===== config.mk =====
export PLATFORM = sky130hd
export DESIGN_NAME = mole_scheduler
export DESIGN_NICKNAME = d
export VERILOG_FILES = /design/src/rtl/mole_scheduler.sv
export SDC_FILE = /design/constraint.sdc
export NUM_CORES = 1
export LEC_CHECK = 0
export CAP_MARGIN = 0
export CORE_ASPECT_RATIO = 0.9
export CORE_UTILIZATION = 49
export DETAILED_ROUTE_END_ITERATION = 10
export PLACE_DENSITY_LB_ADDON = 0.08
export SLEW_MARGIN = 10
export SYNTH_ARGS = -nofsm -noshare
export SYNTH_HDL_FRONTEND = slang
export SYNTH_SLANG_ARGS = --single-unit
export TNS_END_PERCENT = 100

===== constraint.sdc =====
create_clock -name clk_1mhz -period 1.82 [get_ports clk_1mhz]
set_input_delay 0.182 -clock clk_1mhz [delete_from_list [all_inputs] [get_ports clk_1mhz]]
set_output_delay 0.182 -clock clk_1mhz [all_outputs]
set_load 0.01 [all_outputs]

===== src/rtl/mole_scheduler.sv =====
`timescale 1ns/1ps
`default_nettype none
// ============================================================================
// Module   : mole_scheduler
// Purpose  : Mole game scheduler. Waits a random gap, spawns a mole in a
//            random hole, keeps it up for a fixed time and resolves the
//            appearance as a hit (correct-hole press) or a miss (timeout).
// Option   : MOLE_NO_REPEAT_EN - when defined, a spawn never reuses the hole
//            of the previous spawn (only after the first spawn since IDLE).
// Revision : 1.0 - initial release
// ============================================================================
module mole_scheduler #(
  parameter int NUM_HOLES  = 9,
  parameter int PRESCALE   = 1000,
  parameter int GAP_MIN_MS = 200,
  parameter int UP_MS      = 800
) (
  input  logic                 clk_1mhz,
  input  logic                 rst,
  input  logic                 game_en,
  input  logic [8:0]           rand_num,
  input  logic [NUM_HOLES-1:0] btn,
  output logic [NUM_HOLES-1:0] mole_onehot,
  output logic [3:0]           hole_idx,
  output logic                 hit_pulse,
  output logic                 miss_pulse,
  output logic                 busy
);

  // Counter widths: the gap counter must hold GAP_MIN_MS + 511 and is never
  // narrower than 10 bits; the up counter only has to hold UP_MS.
  localparam int c_PRESC_W = $clog2(PRESCALE);
  localparam int c_GAP_RAW = $clog2(GAP_MIN_MS + 512);
  localparam int c_GAP_W   = (c_GAP_RAW < 10) ? 10 : c_GAP_RAW;
  localparam int c_UP_W    = $clog2(UP_MS + 1);

  localparam logic [c_PRESC_W-1:0] c_PRESC_LAST = c_PRESC_W'(PRESCALE - 1);
  localparam logic [c_GAP_W-1:0]   c_GAP_MIN    = c_GAP_W'(GAP_MIN_MS);
  localparam logic [c_UP_W-1:0]    c_UP_LOAD    = c_UP_W'(UP_MS);
  localparam logic [4:0]           c_NH         = 5'(NUM_HOLES);
  localparam logic [3:0]           c_LAST_IDX   = 4'(NUM_HOLES - 1);
  localparam logic [NUM_HOLES-1:0] c_ONE        = NUM_HOLES'(1);

  typedef enum logic [1:0] {
    S_IDLE  = 2'd0,
    S_GAP   = 2'd1,
    S_SPAWN = 2'd2,
    S_UP    = 2'd3
  } state_t;

  state_t                 r_state;
  state_t                 w_state_nxt;
  logic [c_PRESC_W-1:0]   r_presc;
  logic [c_PRESC_W-1:0]   w_presc_nxt;
  logic [c_GAP_W-1:0]     r_gap_cnt;
  logic [c_GAP_W-1:0]     w_gap_nxt;
  logic [c_UP_W-1:0]      r_up_cnt;
  logic [c_UP_W-1:0]      w_up_nxt;
  logic [NUM_HOLES-1:0]   w_mole_nxt;
  logic [3:0]             w_idx_nxt;
  logic                   w_hit_nxt;
  logic                   w_miss_nxt;
  logic                   w_tick;
  logic                   w_hit;
  logic [c_GAP_W-1:0]     w_gap_load;
  logic [4:0]             w_r5;
  logic [3:0]             w_raw_idx;
  logic [3:0]             w_spawn_idx;

  // While a mole is up, mole_onehot marks exactly the hole_idx bit, so the
  // correct-hole press is simply any overlap between btn and the mole.
  assign w_hit      = |(btn & mole_onehot);
  assign w_tick     = (r_state != S_IDLE) && (r_presc == c_PRESC_LAST);
  assign w_gap_load = c_GAP_MIN + c_GAP_W'(rand_num);

`ifdef MOLE_NO_REPEAT_EN
  logic r_prev_valid;

  // Previous hole becomes meaningful only after the first spawn since IDLE.
  always_ff @(posedge clk_1mhz or posedge rst) begin
    if (rst) begin
      r_prev_valid <= 1'b0;
    end else if (!game_en || (r_state == S_IDLE)) begin
      r_prev_valid <= 1'b0;
    end else if (r_state == S_SPAWN) begin
      r_prev_valid <= 1'b1;
    end
  end
`endif

  // Fold the 4-bit random value into the hole range, optionally avoiding a repeat.
  always_comb begin
    w_r5      = {1'b0, rand_num[3:0]};
    w_raw_idx = rand_num[3:0];
    if (w_r5 >= c_NH) begin
      w_raw_idx = 4'(w_r5 - c_NH);
    end
`ifdef MOLE_NO_REPEAT_EN
    w_spawn_idx = w_raw_idx;
    if (r_prev_valid && (w_raw_idx == hole_idx)) begin
      w_spawn_idx = (hole_idx == c_LAST_IDX) ? 4'd0 : (hole_idx + 4'd1);
    end
`else
    w_spawn_idx = w_raw_idx;
`endif
  end

  // Next-state and next-output logic; game_en low overrides everything.
  always_comb begin
    w_state_nxt = r_state;
    w_gap_nxt   = r_gap_cnt;
    w_up_nxt    = r_up_cnt;
    w_mole_nxt  = mole_onehot;
    w_idx_nxt   = hole_idx;
    w_hit_nxt   = 1'b0;
    w_miss_nxt  = 1'b0;
    w_presc_nxt = '0;

    if (game_en && (r_state != S_IDLE)) begin
      w_presc_nxt = w_tick ? '0 : (r_presc + 1'b1);
    end

    if (!game_en) begin
      w_state_nxt = S_IDLE;
      w_mole_nxt  = '0;
    end else begin
      case (r_state)
        S_IDLE: begin
          w_mole_nxt  = '0;
          w_gap_nxt   = w_gap_load;
          w_state_nxt = S_GAP;
        end
        S_GAP: begin
          if (w_tick) begin
            if (r_gap_cnt <= c_GAP_W'(1)) begin
              w_state_nxt = S_SPAWN;
            end else begin
              w_gap_nxt = r_gap_cnt - 1'b1;
            end
          end
        end
        S_SPAWN: begin
          w_idx_nxt   = w_spawn_idx;
          w_up_nxt    = c_UP_LOAD;
          w_mole_nxt  = c_ONE << w_spawn_idx;
          w_state_nxt = S_UP;
        end
        S_UP: begin
          if (w_hit) begin
            // A correct press wins even on the expiry tick.
            w_hit_nxt   = 1'b1;
            w_mole_nxt  = '0;
            w_gap_nxt   = w_gap_load;
            w_state_nxt = S_GAP;
          end else if (w_tick) begin
            if (r_up_cnt <= c_UP_W'(1)) begin
              w_miss_nxt  = 1'b1;
              w_mole_nxt  = '0;
              w_gap_nxt   = w_gap_load;
              w_state_nxt = S_GAP;
            end else begin
              w_up_nxt = r_up_cnt - 1'b1;
            end
          end
        end
        default: begin
          w_state_nxt = S_IDLE;
          w_mole_nxt  = '0;
        end
      endcase
    end
  end

  // State, counters and all registered outputs.
  always_ff @(posedge clk_1mhz or posedge rst) begin
    if (rst) begin
      r_state     <= S_IDLE;
      r_presc     <= '0;
      r_gap_cnt   <= '0;
      r_up_cnt    <= '0;
      mole_onehot <= '0;
      hole_idx    <= '0;
      hit_pulse   <= 1'b0;
      miss_pulse  <= 1'b0;
      busy        <= 1'b0;
    end else begin
      r_state     <= w_state_nxt;
      r_presc     <= w_presc_nxt;
      r_gap_cnt   <= w_gap_nxt;
      r_up_cnt    <= w_up_nxt;
      mole_onehot <= w_mole_nxt;
      hole_idx    <= w_idx_nxt;
      hit_pulse   <= w_hit_nxt;
      miss_pulse  <= w_miss_nxt;
      busy        <= (w_state_nxt != S_IDLE);
    end
  end

endmodule
`default_nettype wire


-- Word level (Yosys, flattened, before mapping)
Index checks and enable logic that the tools add are counted.
- flip-flop bits (word level): 48
- input bits: 21
- output and inout port bits: 16
- logic and storage cells: 78
- $add $sub $neg: 5
- magnitude comparators: 3
- equal/unequal tests: 14
- shift-type cells: 1
- multiplexer cells: 33
- bitwise operators: 1
- reductions and logical operators: 12
- operators by type and width (kind ; number):
    10-bit 2-to-1 mux ; 10
    9-bit 2-to-1 mux ; 4
    10-bit case mux with 3 select lines ; 1
    9-bit case mux with 3 select lines ; 1
    10-bit by 1-bit <= comparator with 1-bit output, second input constant ; 2
    10-bit case mux with 2 select lines ; 1
    10-bit by 1-bit subtractor with 10-bit output, second input constant ; 2
    2-bit 2-to-1 mux ; 6
    10-bit by 1-bit adder with 10-bit output, second input constant ; 1
    8-bit by 9-bit adder with 10-bit output, first input constant ; 1
    10-bit equality test, second input constant ; 1
    2-bit inequality test, second input constant ; 5
    9-bit bitwise AND ; 1
    9-bit OR reduction ; 1
    1-bit by 4-bit << shifter with 9-bit output, first input constant ; 1
    1-bit 2-to-1 mux ; 8
    4-bit inequality test, second input constant ; 2
    2-bit case mux with 4 select lines ; 1
    3-bit inequality test, second input constant ; 2
    6-bit AND reduction ; 1
    2-bit nonzero test ; 3
    5-bit AND reduction ; 1
    2-bit equality test, second input constant ; 2
    4-bit >= comparator, second input constant ; 1
    other kinds (9) ; 10

-- Depth between registers and ports, before layout
Gate-level depths: netlist of run 1.
- word-level depth: 7
- depth in mapped cells: 9
- gate-level depth less buffers: 8

-- Least setup slack after synthesis of run 1
OpenSTA, ideal clock, no wires.
- kind: flip-flop to flip-flop
- from: register r_up_cnt[4]
- to: register r_gap_cnt[5]
- library setup time: 0.121 ns
- data arrival time: 1.888 ns
- data required time: 1.699 ns
- slack: -0.189 ns
- cell stages (with the launch flop): 8
- buffers on the path: 1
- clock period less this slack: 2.009 ns
- path through: dfrtp_1 > or4_4 > nor4_4 > nor4_2 > o22ai_4 > buf_6 > nand2_2 > o2bb2ai_2
- word-level cells in the longest chain between the ends: 3
- RTL lines (item ; line ; text):
    start, declared ; 57 ; logic [c_UP_W-1:0] r_up_cnt;
    start signal, assigned ; 190 ; r_up_cnt <= w_up_nxt;
    10-bit by 1-bit <= comparator with 1-bit output ; 156 ; if (r_up_cnt <= c_UP_W'(1)) begin
    3-bit inequality test (no source line) ; - ;
    6-bit AND reduction (no source line) ; - ;
    end signal, assigned ; 189 ; r_gap_cnt <= w_gap_nxt;
    end, declared ; 55 ; logic [c_GAP_W-1:0] r_gap_cnt;
No other way between the ends.
A chain may end at the register's enable or synchronous reset.

-- Final worst setup path of run 1
- from: register r_up_cnt[4]
- to: register r_up_cnt[3]
- word-level cells in the longest chain between the ends: 3
- RTL lines (item ; line):
    10-bit by 1-bit <= comparator with 1-bit output ; 156
    2-bit inequality test (no source line) ; -
    5-bit AND reduction (no source line) ; -
No other way between the ends.

==> key figures, run 1 <==
Global route
  • First-pass GRT wire length: about 11000 um
  • Largest net degree at the start of global routing: 22
  • Grt total ovfl: 0
  • Vias in the first global route: ~2500
  • Gr usage total: 0.259
  • Initial antenna violation count: 0

Logic synthesis
  • Register area share after synthesis: 0.446
  • Most frequent cell after synthesis: dfrtp_1
  • Cell Area, Synth: ~0.0027 mm^2
  • Syn nets: approximately 310
  • Synthesized flop and latch total: 48
  • Unique masters post-synth: 60
  • Main flop type after synthesis: dfrtp_1
  • Async SR Flop Fraction: 1.00
  • Post-Synthesis Cells: 285
  • Area leader, netlist: dfrtp_1
  • Top cells by area, synth: dfrtp_1 (45%), nand2_1 (4.3%), o21ai_0 (3.9%)
  • Avg Cell Area, Syn: between 9 and 10 um^2
  • Synth cell count leaders: dfrtp_1 (48), nand2_1 (31), nor2_1 (25), o21ai_0 (21), a21oi_1 (14)
  • Yosys top cell area share: 0.446
  • Syn. warnings: 0
  • Post-synth EDFFs: 0

STA
  • Tightest Pin Transition: roughly 0.53 ns
  • Max Clock Skew: slightly above 0.009 ns
  • Maximum clock frequency: about 470 MHz
  • Final min period: 2.14 ns
  • Final max-slew violation count: 0
  • Slew HR: 0.644
  • Final Hold Fails: 0
  • Final hold slack: between 0.09 and 0.1 ns
  • Worst Slack Setup Final: -0.316 ns
  • Setup-failing EPs final: 31
  • Period Utilization, post-route: 1.17
  • RSZ-0062 raised after global routing: true

Clock network
  • CTS tree: yes
  • CTS H-Tree Depth: 2
  • Clock Sinks: 48
  • Clock latency on the worst-skew pair: ~0.31 ns
  • Cts hold-fix bufs: 0
  • CTS root buffer: clkbuf_8
  • Clock Tree Buf Depth: 2
  • Clock-pin slew on the worst setup and hold paths: around 0.090 ns
  • Inserted Clock Buffers: 5

Worst setup path
  • R2R depth: 7
  • Bufs and invs on worst path: 1
  • Crit path from: r_up_cnt[4]
  • Crit-path max FO: 4
  • Critical Path RT: 2.05 ns
  • Critical Path Sink: r_up_cnt[3]
  • Crit path launch type: flip-flop
  • Type of the worst setup path: reg -> reg
  • Crit. path cell count: 7
  • Slowest Stage Delay on Critical Path: between 0.5 and 0.6 ns
  • R2R Setup Slk: -0.32 ns
  • Critical Path AT: ~2.4 ns
  • Slowest CP cell: or4_4
  • Crit end category: flip-flop
  • Crit-path cells: or4_4 -> buf_6 -> o41a_1 -> nand2_2 -> nor3_2 -> xnor2_1 -> nor2_1
  • Crit path max-delay family: simple AND/OR/NAND/NOR gates
  • Worst r2r dst: r_up_cnt[3]
  • Reg-to-Reg Start: r_up_cnt[4]

Route
  • Via Count: approximately 2600
  • Drc violations: 0
  • M1 WL: 3490 um
  • Max layer used: met4
  • Total Wirelength: 7420 um
  • DR pass1 iterations: 4
  • Final ANT Viol Nets: 0
  • Met3 wire len: 245 um
  • WL/cell: ~16 um
  • Drt initial violations: around 120
  • Met2 WL post-DR: around 3600 um
  • Vias per Instance: roughly 5.6

Placement
  • Post-DP HPWL: about 4900 um
  • Port-buffer cells: 36
  • DP Cell Count: approximately 450
  • RePlAce Congestion: about 0.8

Floorplanning
  • Starting Density: 0.510
  • I/O pin total: 37
  • Die W: roughly 80 um
  • Die area: 0.00580 mm^2
  • Row Count: 25
  • Die span in y: 72.4 um
  • Core Footprint: 0.00529 mm^2

Pwr
  • Peak supply drop: 0.000494 V
  • Net Sw Frac: 0.325
  • Part of the power in registers: 0.410
  • Psw: about 1.1 mW
  • PwrDens: 814 mW/mm^2
  • Pwr Total: 3.32 mW
  • Internal: 2.24 mW
  • Leakage: around 1.8 nW
  • Clk pwr share: 0.236
  • Logic pwr share: 0.354

Outcome
  • Failing checks: negative setup slack
  • Status: finished with violations

Worst hold path
  • Worst hold path type: in -> async

Finish
  • Post-Layout Cell Count: ~470
  • Util after Layout: 0.771
  • Share of post-route cells with drive strength above 1: 0.352
  • Nets@finish: between 400 and 500
  • Antenna diodes: 0
  • Area growth from synthesis to layout: 51.3%

Run
  • Max-cap violations: 0
==> final cells by class <==
class / instances / area, um^2
clock inverter: 2 / 35.0
fill: 355 / 1210
inverter: 9 / 33.8
multi-input combinational: 220 / 1650
timing repair buffer: 113 / 996
sequential: 48 / 1200
tap: 67 / 83.8
clock buffer: 6 / 72.6
==> worst min-delay path by stage <==
stage / start / to
2_1_floorplan: game_en / busy
3_3_place_gp: rst / r_up_cnt[7]
3_5_place_dp: rst / r_up_cnt[5]
4_1_cts: rst / r_state[1]
5_1_grt: rst / r_state[0]
6_report: rst / r_up_cnt[9]
==> repair_timing <==
action                                  CTS  global route
cloned                                    1             1
endpoints found under the setup margin   30            33
pin swaps                                11            12
hold endpoints to repair                  0             0
buffers inserted                          7             4
resized for setup                        26            22
==> cells in the final DEF, fill, tap and decap left out, types with 11 or more instances in the layout <==
master,n
nor2_1,25
clkdlybuf4s50_1,36
nand2_1,28
xnor2_1,11
dfrtp_1,47
o21ai_0,15
buf_4,64
nand3_1,11
buf_6,12
==> power groups by stage <==
stage	Sequential, mW	Clock, mW	Combinational (mW)
6_report	1.36	0.781	1.17
5_1_grt	1.38	0.836	1.27
4_1_cts	1.35	0.782	1.10
3_5_place_dp	1.37	0	1.04
3_3_place_gp	1.37	0	1.00
2_1_floorplan	1.40	0	0.525
==> layer usage <==
layer  track usage  vias to the layer above
met5             0                        -
met2         0.417                       54
met3        0.0465                       13
met4         0.105                        0
li1              -                     1248
met1         0.345                     1271
==> state kept, by name (all words and copies together) (netlist names) <==
signal       flops
r_gap_cnt       10
r_presc         10
busy             1
r_state          2
mole_onehot      9
hole_idx         4
r_up_cnt        10
miss_pulse       1
hit_pulse        1
==> per-stage QoR <==
step                setup slack (ns)  TNS [ns]  instance area, um^2
finish                        -0.316     -6.77                 4080
global route                  -0.379     -9.57                 4080
CTS                           -0.274     -6.66                 3960
detailed placement            -0.418     -8.35                 3690
global placement              -0.342     -7.46                 3690
floorplan                    -0.0972    -0.854                 2780
==> kinds of logic (layout without fill, tap and decap cells) <==
group                      after synthesis  after routing  share of synthesized area
DFF                                     48             48                      0.446
buffers and inverters                   19            130                     0.0297
xor gates and xnor gates                20             20                     0.0650
adders and majority gates                8              8                     0.0371
and+or+nand+nor                        120            121                      0.240
AOI/OAI and AO/OA                       70             71                      0.182
==> worst register-to-register path, cell delays in order, from the launching register on <==
cell and delay, ns:
dfrtp_1 0.39, or4_4 0.57, buf_6 0.15, o41a_1 0.42
nand2_2 0.21, nor3_2 0.07, xnor2_1 0.13, nor2_1 0.12
Power figures use the tool's default switching activity.
==> inputs of run 2 (changes only) <==
--- a/config.mk
+++ b/config.mk
@@ -5,9 +5,12 @@
 export SDC_FILE = /design/constraint.sdc
 export NUM_CORES = 1
 export LEC_CHECK = 0
+export ABC_AREA = 1
 export CAP_MARGIN = 0
+export CELL_PAD_IN_SITES_DETAIL_PLACEMENT = 1
+export CELL_PAD_IN_SITES_GLOBAL_PLACEMENT = 1
 export CORE_ASPECT_RATIO = 0.9
-export CORE_UTILIZATION = 49
+export CORE_UTILIZATION = 36
 export DETAILED_ROUTE_END_ITERATION = 10
 export PLACE_DENSITY_LB_ADDON = 0.08
 export SLEW_MARGIN = 10
==> run 2 against run 1 <==
  * The flow now finishes without violations
  * Maximum frequency rose by 28%
  * Via count rose by 7.2%
  * Synthesized cell count rose by 45%
  * Utilization fell by 30 points
  * Non-clock buffer count fell by 59
  * Critical path depth rose by 3
  * Worst setup slack improved by 0.47 ns
  * Wire length rose by 6.6%
  * Highest routed layer unchanged
==> key figures, run 2 <==
Outcome
  • Status: finished, final reports clean

Clock network
  • Clock latency on the worst-skew pair: 0.30 ns (about the same)
  • CTS tree: yes
  • Clock Sinks: 48 (unchanged)
  • CTS H-Tree Depth: 2 (unchanged)
  • Inserted Clock Buffers: 5 (unchanged)
  • Clock Tree Buf Depth: 2 (unchanged)
  • CTS root buffer: clkbuf_8
  • Clock-pin slew on the worst setup and hold paths: 0.09 ns (about the same)
  • Cts hold-fix bufs: 0 (unchanged)

Worst setup path
  • Bufs and invs on worst path: 2 (+1)
  • Crit path launch type: flip-flop
  • Critical Path RT: 2.06 ns (about the same)
  • Crit path from: r_gap_cnt[0]
  • Crit path max-delay family: simple AND/OR/NAND/NOR gates
  • Crit-path cells: inv_1 -> ha_1 -> nor2_1 -> nor2_1 -> nand3_1 -> nand2_1 -> nor2_4 -> buf_6 -> nand3_1 -> nand2_1
  • Type of the worst setup path: reg -> reg
  • Slowest CP cell: dfrtp_1
  • Crit end category: flip-flop
  • Slowest Stage Delay on Critical Path: 0.40 ns (-0.17 ns)
  • Crit-path max FO: 10 (+6)
  • Reg-to-Reg Start: r_gap_cnt[0]
  • Critical Path AT: 1.90 ns (-0.47 ns)

STA
  • Tightest Pin Transition: 0.321 ns (-0.210 ns)
  • Setup-failing EPs final: 0 (-100%)
  • Slew HR: 0.784 (+0.140)
  • Setup_tns: 0 ns (+6.77 ns)
  • Final Hold Fails: 0 (unchanged)
  • Worst Slack Setup Final: 0.153 ns (+0.469 ns)
  • Maximum clock frequency: 600 MHz (+28%)
  • Final min period: 1.67 ns (-0.469 ns)
  • RSZ-0062 raised after global routing: true
  • Final max-slew violation count: 0 (unchanged)
  • Max Clock Skew: 0.00931 ns (-0.0000244 ns)
  • Period Utilization, post-route: 0.916 (-0.258)

Pwr
  • Peak supply drop: 0.000307 V (-38%)
  • PwrDens: 626 mW/mm^2 (-23%)
  • Leakage: 1.88 nW (+5.8%)

Global route
  • First-pass GRT wire length: 13900 um (+22%)
  • Largest net degree at the start of global routing: 37 (+68%)
  • Gr usage total: 0.202 (-0.0570)
  • Vias in the first global route: 2871 (+14%)
  • Initial antenna violation count: 0 (unchanged)
  • Grt total ovfl: 0 (unchanged)

Logic synthesis
  • Synth cell count leaders: nand2_1 (129), nand3_1 (52), nor2_1 (52), dfrtp_1 (48), inv_1 (38)
  • Yosys top cell area share: 0.408 (-0.0375)
  • Syn. warnings: 0 (unchanged)
  • Synthesized flop and latch total: 48 (unchanged)
  • Most frequent cell after synthesis: nand2_1
  • Async SR Flop Fraction: 1.00 (unchanged)
  • Cell Area, Synth: 0.00294 mm^2 (+9.2%)
  • Avg Cell Area, Syn: 7.11 um^2 (-25%)
  • Area leader, netlist: dfrtp_1
  • Post-synth EDFFs: 0 (unchanged)
  • Unique masters post-synth: 33 (-45%)
  • Post-Synthesis Cells: 414 (+45%)
  • Main flop type after synthesis: dfrtp_1
  • Syn nets: 443 (+41%)
  • Register area share after synthesis: 0.408 (-0.0375)
  • Top cells by area, synth: dfrtp_1 (41%), nand2_1 (16%), nand3_1 (8.8%)

Run
  • Max-cap violations: 0 (unchanged)

Floorplanning
  • Die W: 97.3 um (+21%)
  • Starting Density: 0.381 (-0.129)
  • Die area: 0.00854 mm^2 (+47%)
  • Core Footprint: 0.00773 mm^2 (+46%)
  • Die span in y: 87.8 um (+21%)
  • I/O pin total: 37 (unchanged)
  • Row Count: 30 (+20%)

Route
  • Total Wirelength: 7900 um (+6.6%)
  • Via Count: 2771 (+7.2%)
  • Drt initial violations: 88 (-28%)
  • DR pass1 iterations: 4 (unchanged)
  • Drc violations: 0 (unchanged)
  • WL/cell: 14.0 um (-12%)
  • Final ANT Viol Nets: 0 (unchanged)
  • Vias per Instance: 4.91 (-12%)

Finish
  • Nets@finish: 497 (+17%)
  • Area growth from synthesis to layout: 23.1%
  • Antenna diodes: 0 (unchanged)
  • Most common cell after layout, fill and taps aside: nand2_1
  • Commonest cells after routing, fill and taps aside: nand2_1 (129), nand3_1 (52), nor2_1 (50)
  • Fill cells: 1002 (+180%)
  • Top Registers: r_gap_cnt: 10 flops, r_presc: 10 flops, r_up_cnt: 10 flops
  • Share of post-route cells with drive strength above 1: 0.107 (-0.245)

Placement
  • RePlAce Congestion: 0.798 (-1.5%)
  • Worst slack, placed: -0.154 ns (+0.264 ns)
  • Post-DP HPWL: 6130 um (+25%)
  • Port-buffer cells: 36 (unchanged)

Worst hold path
  • Worst hold path type: in -> async
[run 2: area by class of cell]
class                      count  area [um^2]  share of cell area
clock buffer                   6         72.6              0.0200
tap                           96          120              0.0331
timing repair buffer          54          515               0.142
clock inverter                 1         5.00             0.00138
inverter                      42          158              0.0435
multi-input combinational    317         1550               0.428
sequential                    48         1200               0.331
[run 2: repair_timing]
item,4_1_cts,5_1_grt
resized for setup,0,7
setup endpoints to repair,0,19
setup buffers,0,1
[run 2: worst reg2reg max path, cell delays in order, from the launching register on]
cell,delay (ns)
dfrtp_1,0.40
inv_1,0.11
ha_1,0.24
nor2_1,0.09
nor2_1,0.05
nand3_1,0.12
nand2_1,0.11
nor2_4,0.16
buf_6,0.17
nand3_1,0.10
nand2_1,0.08
[run 2: worst paths after layout]
kind                                 to  slack [ns]  cells past startpoint
max reg2reg                r_gap_cnt[3]        0.15                     10
max in group asynchronous          busy        1.15                      3
min                           hit_pulse        0.16                      2
min reg2reg                  r_presc[0]        0.46                      1
max                        r_gap_cnt[3]        0.15                     10
min in group clk_1mhz        r_presc[0]        0.46                      1
[run 2: kinds of logic after synthesis]
logic type | count (synthesis) | synth area share
flip-flops | 48 | 0.408
buffers and inverters | 49 | 0.0710
XOR/XNOR | 7 | 0.0208
adder cells (fa/ha/maj) | 8 | 0.0340
AND/OR/NAND/NOR | 272 | 0.409
AO/OA/AOI/OAI | 30 | 0.0574
[run 2: metrics by stage]
stage,instances,hold WS (ns),util,power [mW],cell area [um^2]
2_1_floorplan,414,0.280,-,1.49,2940
3_5_place_dp,556,0.455,0.454,1.67,3510
5_1_grt,564,0.188,0.469,2.42,3620
3_3_place_gp,556,0.445,0.454,1.65,3510
6_report,564,0.159,0.469,2.27,3620
4_1_cts,563,0.168,0.464,2.31,3590
[run 2: power by group]
group	total, mW	internal [mW]	switching (mW)
clock	0.615	0.262	0.352
combinational	0.473	0.194	0.278
sequential	1.18	1.12	0.0644
total	2.27	1.57	0.695
[run 2: layer usage]
layer | wire length, um | part of all wire | GRT usage
met3 | 237 | 0.030 | 0.0319
met5 | 0 | 0 | 0
met4 | 59 | 0.0075 | 0.0401
met2 | 3530 | 0.45 | 0.331
met1 | 4070 | 0.52 | 0.285
